===== src/rtl/iop_stream_tx.sv =====
// 128-bit result word to 32-bit AXI-Stream serializer with frame tlast and a done pulse.
// Optional stall counter output enabled by defining IOP_TX_STALL_CNT_EN.
module iop_stream_tx #(
    parameter int pDATA_WIDTH  = 32,
    parameter int pIOPS_WIDTH  = 128,
    parameter int pFRAME_WORDS = 1024,
    parameter int pCNT_WIDTH   = 11
) (
    input  logic                   clk,
    input  logic                   rstn,
    input  logic                   start,
    input  logic                   narrow,
    output logic                   busy,
    output logic                   done,
    input  logic                   i_vld,
    output logic                   i_rdy,
    input  logic [pIOPS_WIDTH-1:0] i_dat,
    output logic                   sm_tvalid,
    input  logic                   sm_tready,
    output logic [pDATA_WIDTH-1:0] sm_tdata,
    output logic                   sm_tlast
`ifdef IOP_TX_STALL_CNT_EN
    ,
    output logic [31:0]            stall_cnt
`endif
);

    typedef enum logic [1:0] {
        ST_IDLE = 2'd0,
        ST_RUN  = 2'd1,
        ST_DONE = 2'd2
    } state_t;

    localparam logic [pCNT_WIDTH-1:0] FRAME_WORDS = pCNT_WIDTH'(pFRAME_WORDS);

    state_t                   state_reg, state_next;
    logic                     narrow_reg;
    logic [pIOPS_WIDTH-1:0]   hold_reg;
    logic                     hold_vld_reg;
    logic [1:0]               beat_cnt_reg;
    logic [pCNT_WIDTH-1:0]    word_cnt_reg;
    logic [pDATA_WIDTH-1:0]   lane [4];

    logic frame_start;
    logic final_beat;
    logic beat_fire;
    logic last_beat_fire;
    logic word_accept;

    genvar gi;
    generate
        for (gi = 0; gi < 4; gi++) begin : g_lane
            assign lane[gi] = hold_reg[gi*pDATA_WIDTH +: pDATA_WIDTH];
        end
    endgenerate

    assign frame_start    = (state_reg == ST_IDLE) && start;
    assign final_beat     = narrow_reg || (beat_cnt_reg == 2'd3);
    assign beat_fire      = hold_vld_reg && sm_tready;
    assign last_beat_fire = beat_fire && final_beat;
    // Ready looks through the draining beat so a new word lands with no bubble.
    assign i_rdy          = (state_reg == ST_RUN) && (word_cnt_reg < FRAME_WORDS)
                            && (!hold_vld_reg || last_beat_fire);
    assign word_accept    = i_vld && i_rdy;

    assign sm_tvalid = hold_vld_reg;
    assign sm_tdata  = lane[beat_cnt_reg];
    // word_cnt only reaches the frame size once the final word is the one being held.
    assign sm_tlast  = hold_vld_reg && (word_cnt_reg == FRAME_WORDS) && final_beat;
    assign busy      = (state_reg != ST_IDLE);
    assign done      = (state_reg == ST_DONE);

    always_comb begin
        state_next = state_reg;
        case (state_reg)
            ST_IDLE: if (start) state_next = ST_RUN;
            ST_RUN:  if (beat_fire && sm_tlast) state_next = ST_DONE;
            ST_DONE: state_next = ST_IDLE;
            default: state_next = ST_IDLE;
        endcase
    end

    always_ff @(posedge clk or negedge rstn) begin
        if (!rstn) begin
            state_reg    <= ST_IDLE;
            narrow_reg   <= 1'b0;
            hold_reg     <= '0;
            hold_vld_reg <= 1'b0;
            beat_cnt_reg <= 2'd0;
            word_cnt_reg <= '0;
        end else begin
            state_reg <= state_next;
            if (frame_start) begin
                narrow_reg   <= narrow;
                hold_vld_reg <= 1'b0;
                beat_cnt_reg <= 2'd0;
                word_cnt_reg <= '0;
            end else begin
                if (beat_fire)
                    beat_cnt_reg <= final_beat ? 2'd0 : beat_cnt_reg + 2'd1;
                if (word_accept) begin
                    hold_reg     <= i_dat;
                    hold_vld_reg <= 1'b1;
                    word_cnt_reg <= word_cnt_reg + 1'b1;
                end else if (last_beat_fire) begin
                    hold_vld_reg <= 1'b0;
                end
            end
        end
    end

`ifdef IOP_TX_STALL_CNT_EN
    logic [31:0] stall_cnt_reg;

    always_ff @(posedge clk or negedge rstn) begin
        if (!rstn) begin
            stall_cnt_reg <= '0;
        end else if (frame_start) begin
            stall_cnt_reg <= '0;
        end else if ((state_reg == ST_RUN) && hold_vld_reg && !sm_tready
                     && (stall_cnt_reg != 32'hFFFF_FFFF)) begin
            stall_cnt_reg <= stall_cnt_reg + 32'd1;
        end
    end

    assign stall_cnt = stall_cnt_reg;
`endif

endmodule


===== config.mk =====
export PLATFORM = sky130hd
export DESIGN_NAME = iop_stream_tx
export DESIGN_NICKNAME = d
export VERILOG_FILES = /design/src/rtl/iop_stream_tx.sv
export SDC_FILE = /design/constraint.sdc
export NUM_CORES = 1
export LEC_CHECK = 0
export ABC_AREA = 1
export BUFFER_PORTS_ARGS = -buffer_cell sky130_fd_sc_hd__buf_4
export CAP_MARGIN = 20
export CORE_MARGIN = 2
export CORE_UTILIZATION = 25
export DETAILED_ROUTE_END_ITERATION = 10
export GPL_TIMING_DRIVEN = 0
export HOLD_SLACK_MARGIN = 0.06
export SYNTH_ARGS = -nofsm -noshare
export SYNTH_HDL_FRONTEND = slang
export SYNTH_SLANG_ARGS = --single-unit

===== constraint.sdc =====
create_clock -name clk -period 1.6 [get_ports clk]
set_input_delay 0.16 -clock clk [delete_from_list [all_inputs] [get_ports clk]]
set_output_delay 0.16 -clock clk [all_outputs]
set_load 0.02 [all_outputs]

# Word level (Yosys, flattened, before mapping)
# Index checks and enable logic that the tools add are counted.
[totals]
ff_bits = 145
inputBits = 134
out_inout_bits = 37
wordCells = 51
[op_classes]
n_addsub = 2
order_cmp = 2
n_eq_ne = 6
muxes = 14
bitwise_logic = 2
reduce_logical = 19
[op_table]
columns = ["operator", "n"]
rows = [
  ["$bmux 32 s2", 1],
  ["$mux 32", 2],
  ["$mux 11", 2],
  ["$add 11x1->11 const B", 1],
  ["$eq 11x11->1 const B", 1],
  ["$lt 11x11->1 const B", 1],
  ["$mux 2", 5],
  ["$logic_and 1x1->1", 9],
  ["$reduce_bool 2->1", 3],
  ["$eq 2x2->1 const B", 2],
  ["$pmux 2 s2", 1],
  ["$reduce_and 2->1", 2],
  ["$ge 3x3->1 const B", 1],
  ["$mux 1", 3],
  ["$not 2->3", 1],
  ["$reduce_bool 3->1", 1],
  ["$add 2x1->2 const B", 1],
  ["$eq 2x1->1 const B", 1],
  ["$logic_not 2->1", 1],
  ["$logic_or 1x1->1", 2],
  ["$ne 2x1->1 const B", 1],
  ["$ne 2x2->1 const B", 1],
  ["$logic_not 1->1", 1],
  ["$not 1->1", 1],
]

# Depth between registers and ports, before layout
# Gate-level depths: netlist of the first run.
[depth]
depth_word = 8
depth_mapped = 11
depth_no_buf = 10

# Worst setup path before layout of the first run
# OpenSTA, ideal clock, no wires.
[synth_timing]
kind = "register to output"
start = "register beat_cnt_reg[0]"
end = "output port sm_tdata[11]"
arrival_time_ns = 1.476
required_ns = 1.440
path_slack_ns = -0.036
stages_incl_launch_ff = 7
path_buffers = 3
cell_sequence = "dfrtp_1 buf_2 inv_1 buf_2 clkbuf_1 nor2_1 o22ai_1"
[synth_between]
elab_chain_cells = 4
[synth_rtl]
columns = ["element", "line_no", "text"]
rows = [
  ["start: declaration", "40", "logic [1:0] beat_cnt_reg;"],
  ["start signal: assignment", "100", "beat_cnt_reg <= final_beat ? 2'd0 : beat_cnt_reg + 2'd1;"],
  ["$not 2->3 (implied by the code)", "67", "assign sm_tdata = lane[beat_cnt_reg];"],
  ["$bmux 32 s2", "67", ""],
  ["$mux 32 (implied by the code) (2 in series)", "67", ""],
  ["end: declaration", "20", "output logic [pDATA_WIDTH-1:0] sm_tdata,"],
]
# No other way between the ends. The select of a mux whose other input is x is not followed.

# Worst setup path after layout of the first run
[layout_timing]
start = "register beat_cnt_reg[0]"
end = "output port sm_tdata[4]"
# The elaborated chain is that of the path after synthesis.

==> metrics, run 1 <==
post-route ant nets=0; largest net degree at the start of global routing=slightly above 80; htree depth=4; RSZ-0062 raised after global routing=yes; CTS tree=yes; crit-path max cell delay=between 0.4 and 0.5 ns; failing checks=negative setup slack; Worst EP required=1.44 ns; largest area contributor in the netlist=dfrtp_1; P&R area growth vs syn=99.6%; clk_lat worst skew=0.43 ns; Reg area=3630 um2; cell-by-cell trace of the critical path=buf_6 -> inv_4 -> buf_12 -> buf_12 -> o21ai_0 -> o22ai_2 -> buf_6; Ys Warns=0; Crit path max-delay family=buffers and inverters; CTS root buffer=clkbuf_16; Total Routing Usage GR=around a fifth; Leakage=6.44 nW; first drt pass iteration count=5; GPL Wtd Cong=0.799; share of cells above drive strength 1=48.8%; worst hold path class=input port to flip-flop; post-synthesis net count=996; crit path DAT=around 1.9 ns; Max Fclk=roughly 500 MHz; Worst Path Max Fanout=6; Placed Area=about 8400 um2; I/O Buffers=170; Post-synth ARST share=100%; sequential area share after synthesis=54.6%; Slew Limit Fails=0; synthesized cell area=about 6600 um2; Slew HR=a little under three fifths; HPWL after DPL=16.5 mm; Power Total=roughly 26 mW; Total Routed Length=about 29 mm; Die Wd=roughly 170 um; number of synthesized flops with an enable pin=0; WL/cell=between 15 and 20 um; status=finished, violations left; post-detailed-route via-to-cell ratio=~4.7; Std-Cell Rows=between 50 and 60; Synth cell types=21; Vias=about 7400; kind of critical path=flip-flop to output pin; Cell Pwr Density=1990 nW/um2; most frequent cells after synthesis=nand2_1 (424), dfrtp_1 (145), nor2_1 (82), o21ai_0 (71), o22ai_1 (33); vias in the first global route=7440; clk slew on worst S/H paths=0.06 ns; Final Critical Period=around 2.0 ns; CP bufs+invs=5; area share of the largest cell type after synthesis=54.6%; Clock Skew=0.00929 ns; CTS sink cnt=145; global-route wire length before repair=about 42 mm; height of the die=~170 um; Tcrit/Tclk final=126%; VDD IR max=roughly 1300 uV; DRT iter0 DRCs=629; core area=around 26000 um2; global route overflow=0; slowest stage cell, crit path=dfrtp_1; DRC violations left=0; I/O pin cnt=171; # fillers=approximately 2300; max reg flops=approximately 130; CP Capture Type=output pin; Setup crit start kind=flip-flop; Syn Inst Count=approximately 860; post-route cell area=between 10000 and 15000 um2; CTS buffer count=17; setup violators final=between 150 and 200; initial antenna violation count=0; Multi-input gate area=4050 um2; final hold violations=0; Syn Area/Cell=roughly 7.7 um2; Inserted Diodes=0; synthesized flop and latch total=between 100 and 150; Longest Clk Path Bufs=2; max cap viols=0; Final nets=about 1400; synth top area cells=dfrtp_1 (55%), nand2_1 (24%), o21ai_0 (5.3%); setup ws final=-0.421 ns; prevailing post-synth register cell=dfrtp_1; die area=between 20000 and 30000 um2; Starting Density=between 20% and 30%; Worst-Margin Slew=between 0.6 and 0.7 ns; count leader, synth=nand2_1
==> area by class of cell <==
type / count / share of cell area (%)
buffer: 47 / 5.83
clock buffer: 18 / 3.31
clock inverter: 14 / 1.70
inverter: 27 / 0.915
multi-input combinational: 639 / 30.6
sequential: 145 / 27.4
tap: 335 / 3.16
timing repair buffer: 349 / 26.9
timing repair inverter: 2 / 0.311
==> report_power, final <==
group	internal [mW]	switching (mW)
registers	5.31	1.71
clock network	2.84	1.76
logic	7.20	7.63
==> timing repair <==
| item | CTS | global route |
|---|---|---|
| gates cloned | 11 | 17 |
| pin swaps | 22 | 148 |
| setup buffers | 24 | 4 |
| endpoints found under the hold margin | 194 | 0 |
| endpoints found under the setup margin | 174 | 175 |
| resized for setup | 223 | 424 |
| hold buffers | 130 | 0 |
==> kinds of logic (layout without fill, tap and decap cells) <==
group | after synthesis | in the layout | synth area share [%]
AOI/OAI and AO/OA | 105 | 105 | 8.57
xor gates and xnor gates | 2 | 2 | 0.264
buffers and inverters | 75 | 457 | 5.25
DFF | 145 | 145 | 54.6
adders and majority gates | 3 | 3 | 0.565
and+or+nand+nor | 529 | 529 | 30.7
==> cells in the final DEF (no fill, tap or decap), types with 3 or more instances in the layout <==
master           n
buf_12          22
buf_16           7
buf_4          153
buf_6           35
buf_8           19
bufinv_16        5
clkbuf_16       36
clkbuf_2         3
clkbuf_4         3
clkbuf_8         5
clkinvlp_4       3
dfrtp_1        143
dlygate4sd3_1  130
inv_1           18
inv_2            4
inv_4            3
inv_6            5
nand2_1        200
nand2_2        142
nand2_4         82
nand3_1          7
nand4_1         10
nor2_1          58
nor2_2          12
nor2_4          12
o21ai_0         38
o21ai_1         17
o21ai_2         13
o21ai_4          3
o22ai_1          8
o22ai_2         23
==> per-layer routing <==
layer	up-vias	part of all wire (%)	global-route usage, %
li1	3465	-	-
met1	3648	43	26.2
met2	251	50	32.4
met3	47	4.6	3.54
met4	0	2.0	5.02
met5	-	0	0
==> tightest hold or removal path, cell delays in order <==
cell,delay [ns]
buf_4,0.10
nand2_1,0.19
a211oi_1,0.11
==> final timing paths <==
check | slack [ns] | end | startpoint | cells after the start
worst max register to register | -0.31 | hold_reg[22]$_DFFE_PN0P_ | sm_tvalid$_DFFE_PN0P_ | 10
worst max-delay path | -0.42 | sm_tdata[4] | beat_cnt_reg[0]$_DFFE_PN0P_ | 7
min in group asynchronous | 0.31 | hold_reg[125]$_DFFE_PN0P_ | rstn | 2
worst min register to register | 0.48 | hold_reg[58]$_DFFE_PN0P_ | hold_reg[58]$_DFFE_PN0P_ | 2
worst min-delay path | 0.18 | beat_cnt_reg[1]$_DFFE_PN0P_ | sm_tready | 3
max in group asynchronous | 0.46 | hold_reg[80]$_DFFE_PN0P_ | rstn | 3
==> metrics by stage <==
step	hold slack, ns	util, %	setup TNS (ns)	worst slack (ns)	std cells
2_1_floorplan	-0.136	-	0	0.00200	859
3_3_place_gp	0.358	32.2	-114.70	-0.489	1364
3_5_place_dp	0.215	32.4	-61.33	-0.485	1365
4_1_cts	0.134	44.6	-52.28	-0.406	1562
5_1_grt	0.172	50.9	-55.63	-0.479	1576
6_report	0.177	50.9	-45.47	-0.421	1576
Power figures use the tool's default switching activity.
==> run 2, diff against run 1 <==
--- a/config.mk
+++ b/config.mk
@@ -11,3 +11,3 @@
 export CORE_MARGIN = 2
-export CORE_UTILIZATION = 25
+export CORE_UTILIZATION = 48
 export DETAILED_ROUTE_END_ITERATION = 10
@@ -15,2 +15,3 @@
 export HOLD_SLACK_MARGIN = 0.06
+export PLACE_DENSITY = 0.76
 export SYNTH_ARGS = -nofsm -noshare
--- a/constraint.sdc
+++ b/constraint.sdc
@@ -3,2 +3,2 @@
 set_output_delay 0.16 -clock clk [all_outputs]
-set_load 0.02 [all_outputs]
+set_load 0.01 [all_outputs]
==> metrics, run 2 (same netlist as run 1, synthesis figures left out) <==
post-route ant nets=0 (unchanged); max cap viols=0 (unchanged); HPWL after DPL=13.4 mm (-19%); Total Routed Length=46.2 mm (+58%); Std-Cell Rows=42 (-29%); clk slew on worst S/H paths=0.06 ns (about the same); WL/cell=32.3 um (+74%); Final nets=1377 (+0.88%); GPL Wtd Cong=0.873 (+9.2%); Cell Pwr Density=2170 nW/um2 (+8.8%); RSZ-0062 raised after global routing=yes; Clock Skew=0.0146 ns (+0.00535 ns); initial antenna violation count=6 (+6); clk_lat worst skew=0.46 ns (+0.03 ns); commonest non-fill, non-tap cells in the layout=nand2_1 (233), buf_4 (184), dfrtp_1 (143); post-detailed-route via-to-cell ratio=7.15 (+52%); max reg flops=128 (unchanged); Starting Density=49.6% (+24 points); Placed Area=8170 um2 (-3.1%); VDD IR max=1300 uV (-3.4%); Slew Limit Fails=0 (unchanged); Worst Path Max Fanout=5 (-1); Cells after DPL=1206 (-12%); setup TNS=-68.71 ns (-23.23 ns); Vias=10200 (+38%); Max Fclk=432 MHz (-13%); worst reg-to-reg setup slack=-0.57 ns (-0.26 ns); core area=13400 um2 (-49%); CTS buffer count=17 (unchanged); Worst-Margin Slew=0.706 ns (+0.0415 ns); htree depth=4 (unchanged); Setup crit start kind=flip-flop; P&R area growth vs syn=93.9%; share of cells above drive strength 1=47.1% (-1.7 points); Final Critical Period=2.31 ns (+0.293 ns); I/O Buffers=170 (unchanged); Tcrit/Tclk final=145% (+18 points); fin util=96.2% (+45 points); Slew HR=53.0% (-2.8 points); failing checks=design-rule violations, negative setup slack; post-route insts no fill=1432 (-9.1%); Die Wd=122 um (-27%); kind of critical path=flip-flop to output pin; status=finished, violations left; CTS root buffer=clkbuf_16; I/O pin cnt=171 (unchanged); die area=14800 um2 (-47%); setup ws final=-0.713 ns (-0.293 ns); CTS sink cnt=145 (unchanged); vias in the first global route=7938 (+6.7%); setup violators final=175 (+0.57%); crit path DAT=2.15 ns (+0.29 ns); most common cell after layout, fill and taps aside=nand2_1; global route overflow=0 (unchanged); height of the die=122 um (-27%); Total Routing Usage GR=36.4% (+17 points); post-route cell area=12900 um2 (-2.9%); worst hold path class=input port to flip-flop; Leakage=6.45 nW (about the same); first drt pass iteration count=11 (+6); Longest Clk Path Bufs=2 (unchanged); CP Capture Type=output pin; DRT iter0 DRCs=2376 (+280%); largest net degree at the start of global routing=80 (-1.2%); global-route wire length before repair=40.5 mm (-2.9%); Worst EP required=1.44 ns (about the same); CTS tree=yes; final hold violations=0 (unchanged); DRC violations left=1 (+1)
## run 2: changes by cell type in the layout (fill, tap and decap cells not counted), moves of 6 or more
cell,delta
nand2_1,+33
buf_4,+31
o21ai_2,+11
o21ai_0,-20
nand2_4,-18
o22ai_1,+7
buf_6,-16
nand2_2,-14
o21ai_1,+6
buf_16,+6
## run 2: per-stage QoR
step | setup WS [ns] | hold slack [ns] | power (mW)
finish | -0.713 | 0.164 | 27.9
detailed placement | -0.417 | 0.194 | 13.7
floorplan | 0.0977 | -0.136 | 10.5
CTS | -0.296 | 0.0937 | 20.8
global route | -0.674 | 0.151 | 28.2
global placement | -0.407 | 0.355 | 13.5
## run 2: power breakdown
part	total (mW)	leakage [nW]	switching, mW	internal, mW
sequential	7.54	1.81	2.24	5.30
combinational	16.1	4.35	9.19	6.91
clock	4.31	0.288	1.86	2.45
total	27.9	6.45	13.3	14.7
## run 2: final timing paths
check / cells past startpoint / end / from
worst min-delay path: 3 / beat_cnt_reg[1]$_DFFE_PN0P_ / sm_tready
worst max-delay path: 6 / sm_tdata[1] / beat_cnt_reg[0]$_DFFE_PN0P_
worst min register to register: 2 / hold_reg[20]$_DFFE_PN0P_ / hold_reg[20]$_DFFE_PN0P_
max in group asynchronous: 3 / sm_tvalid$_DFFE_PN0P_ / rstn
worst max register to register: 14 / hold_reg[17]$_DFFE_PN0P_ / beat_cnt_reg[0]$_DFFE_PN0P_
min in group asynchronous: 2 / hold_reg[92]$_DFFE_PN0P_ / rstn
## run 2: cell type report
class                      count  area (um2)
timing repair inverter         1        16.3
antenna                        3        7.51
clock inverter                10         108
multi-input combinational    639        3870
clock buffer                  22         484
inverter                      27         124
timing repair buffer         367        3770
sequential                   145        3630
tap                          176         220
fill                         256         515
buffer                        42         652
## run 2: repair_timing
action | CTS | global route
pin swaps | 25 | 89
endpoints found under the hold margin | 195 | 0
cloned | 18 | 11
setup buffers | 23 | 23
endpoints found under the setup margin | 173 | 176
gates resized for setup | 203 | 407
hold buffers | 130 | 0
## run 2: critical path, cell delays in order, from the launching register on
cell     delay [ns]
dfrtp_1        0.43
buf_6          0.17
buf_4          0.14
buf_4          0.18
o21ai_0        0.45
o22ai_1        0.16
buf_4          0.17
## run 2: routing by layer
metal / up-vias / GRT usage [%] / share of wire [%]
met4: 2 / 18.9 / 14
li1: 3498 / - / -
met3: 718 / 8.57 / 17
met1: 4524 / 44.3 / 28
met5: - / 0 / 0.026
met2: 1497 / 60.5 / 41
==> run 3, diff against run 2 <==
clock period = 2.1 ns   (was 1.6 ns; I/O delays follow)
==> metrics, run 3 (same netlist as run 1, synthesis figures left out) <==
status=finished clean; WL/cell=16.5 um (-49%); RSZ-0062 raised after global routing=yes; global-route wire length before repair=35.4 mm (-13%); htree depth=4 (unchanged); hold_ws=0.154 ns (-0.00976 ns); HPWL after DPL=13.4 mm (unchanged); crit path DAT=1.86 ns (-0.29 ns); setup violators final=0 (-100%); post-detailed-route via-to-cell ratio=5.24 (-27%); Worst EP required=1.89 ns (+0.45 ns); most frequent cell on the critical path=buf_6; Power Total=14.3 mW (-49%); clk slew on worst S/H paths=0.06 ns (about the same); cell-by-cell trace of the critical path=buf_6 -> inv_1 -> buf_6 -> buf_8 -> nor2_1 -> o22ai_1 -> buf_4; I/O Buffers=170 (unchanged); Final nets=1323 (-3.9%); Leakage=5.42 nW (-16%); first drt pass iteration count=6 (-5); Vias=7205 (-30%); Tcrit/Tclk final=about 99%; worst hold path class=input port to flip-flop; Final Critical Period=2.07 ns; DRT iter0 DRCs=615 (-74%); largest net degree at the start of global routing=80 (unchanged); max cap viols=0 (unchanged); crit-path max cell delay=0.42 ns (-0.03 ns); core area=13400 um2 (unchanged); P&R area growth vs syn=54.8%; Worst Path Max Fanout=10 (+5); GPL Wtd Cong=0.873 (unchanged); Slew HR=57.5% (+4.5 points); pre-CTS setup slack=0.0330 ns (+0.450 ns); Longest Clk Path Bufs=2 (unchanged); Die Wd=122 um (unchanged); Cells after DPL=1206 (unchanged); Starting Density=49.6% (unchanged); Std-Cell Rows=42 (unchanged); max reg flops=128 (unchanged); initial antenna violation count=0 (-6); clk_lat worst skew=0.43 ns (-0.03 ns); slowest stage cell, crit path=dfrtp_1; Clock Skew=0.00542 ns (-0.00922 ns); CTS tree=yes; die area=14800 um2 (unchanged); VDD IR max=907 uV (-30%); Setup crit start kind=flip-flop; HP Start=sm_tready; Worst-Margin Slew=0.637 ns (-0.0682 ns); Max Fclk=approximately 480 MHz; Total Routed Length=22.8 mm (-51%); share of cells above drive strength 1=22.4% (-25 points); CTS buffer count=17 (unchanged); Total Routing Usage GR=31.5% (-4.9 points); Cell Pwr Density=1390 nW/um2 (-36%); fin util=76.8% (-19 points); DRC violations left=0 (-1); final hold violations=0 (unchanged); Slew Limit Fails=0 (unchanged); post-route ant nets=0 (unchanged); post-route insts no fill=1376 (-3.9%); commonest non-fill, non-tap cells in the layout=nand2_1 (424), buf_4 (175), dfrtp_1 (145); reg2reg start=beat_cnt_reg[0]$_DFFE_PN0P_; kind of critical path=flip-flop to output pin; global route overflow=0 (unchanged); I/O pin cnt=171 (unchanged); vias in the first global route=7110 (-10%); most common cell after layout, fill and taps aside=nand2_1; CP startpoint=beat_cnt_reg[0]$_DFFE_PN0P_; height of the die=122 um (unchanged); CP Capture Type=output pin; # fillers=899 (+250%); CTS sink cnt=145 (unchanged); CTS root buffer=clkbuf_16; setup ws final=0.0269 ns (+0.740 ns)
[run 3: changes by cell type in the layout (fill, tap and decap cells not counted), sizes merged]
| cell | previous run | this run |
|---|---|---|
| clkinv | 7 | 6 |
| diode | 3 | 1 |
| buf | 255 | 206 |
| clkbuf | 46 | 42 |
[run 3: layout make-up]
| type | count | area, um2 | share of cell area, % |
|---|---|---|---|
| Timing Repair Buffer | 308 | 2670 | 25.9 |
| Buffer | 48 | 350 | 3.41 |
| Clock inverter | 10 | 108 | 1.05 |
| Inverter | 27 | 103 | 0.997 |
| Tap cell | 176 | 220 | 2.14 |
| Sequential cell | 145 | 3630 | 35.3 |
| Multi-Input combinational cell | 639 | 2730 | 26.5 |
| Clock buffer | 22 | 484 | 4.71 |
| Antenna cell | 1 | 2.50 | 0.0243 |
[run 3: worst max-delay path, delay by kind of cell (launching register included)]
kind	cells	cell delay, ns
buf+inv	5	0.71
flops	1	0.42
simple gates	1	0.06
compound gates	1	0.23
[run 3: repair_timing]
item,4_1_cts,5_1_grt
pin swaps,1,7
resized for setup,27,38
endpoints found under the setup margin,32,73
cloned,0,1
setup buffers,2,4
hold buffers,130,0
endpoints found under the hold margin,195,0
[run 3: routing by layer]
metal / vias to the layer above / share of wire, % / GRT usage (%)
met4: 0 / 2.4 / 12.6
met2: 323 / 49 / 52.2
met5: - / 0 / 0
li1: 3358 / - / -
met3: 55 / 7.0 / 7.21
met1: 3469 / 42 / 40.2
[run 3: where the power goes]
group / switching (mW) / internal, mW
Clock: 1.18 / 1.86
Sequential: 0.723 / 4.04
Combinational: 3.70 / 2.79
Total: 5.60 / 8.69
[run 3: metrics by stage]
stage / instance area, um2 / setup TNS (ns)
after detailed placement: 8170 / 0
final: 10300 / 0
after global placement: 8140 / 0
after global routing: 10300 / -0.319
after CTS: 10100 / 0
after floorplan: 6650 / 0
[run 3: path summary, 6_finish.rpt]
path	to	slack, ns	cells after the start
worst max-delay path	sm_tdata[23]	0.03	7
worst min-delay path	beat_cnt_reg[1]$_DFFE_PN0P_	0.15	3
worst max register to register	sm_tvalid$_DFFE_PN0P_	0.11	10
worst min register to register	hold_reg[33]$_DFFE_PN0P_	0.47	2
max in group asynchronous	state_reg[0]$_DFFE_PN0P_	0.96	3
min in group asynchronous	hold_reg[94]$_DFFE_PN0P_	0.34	2
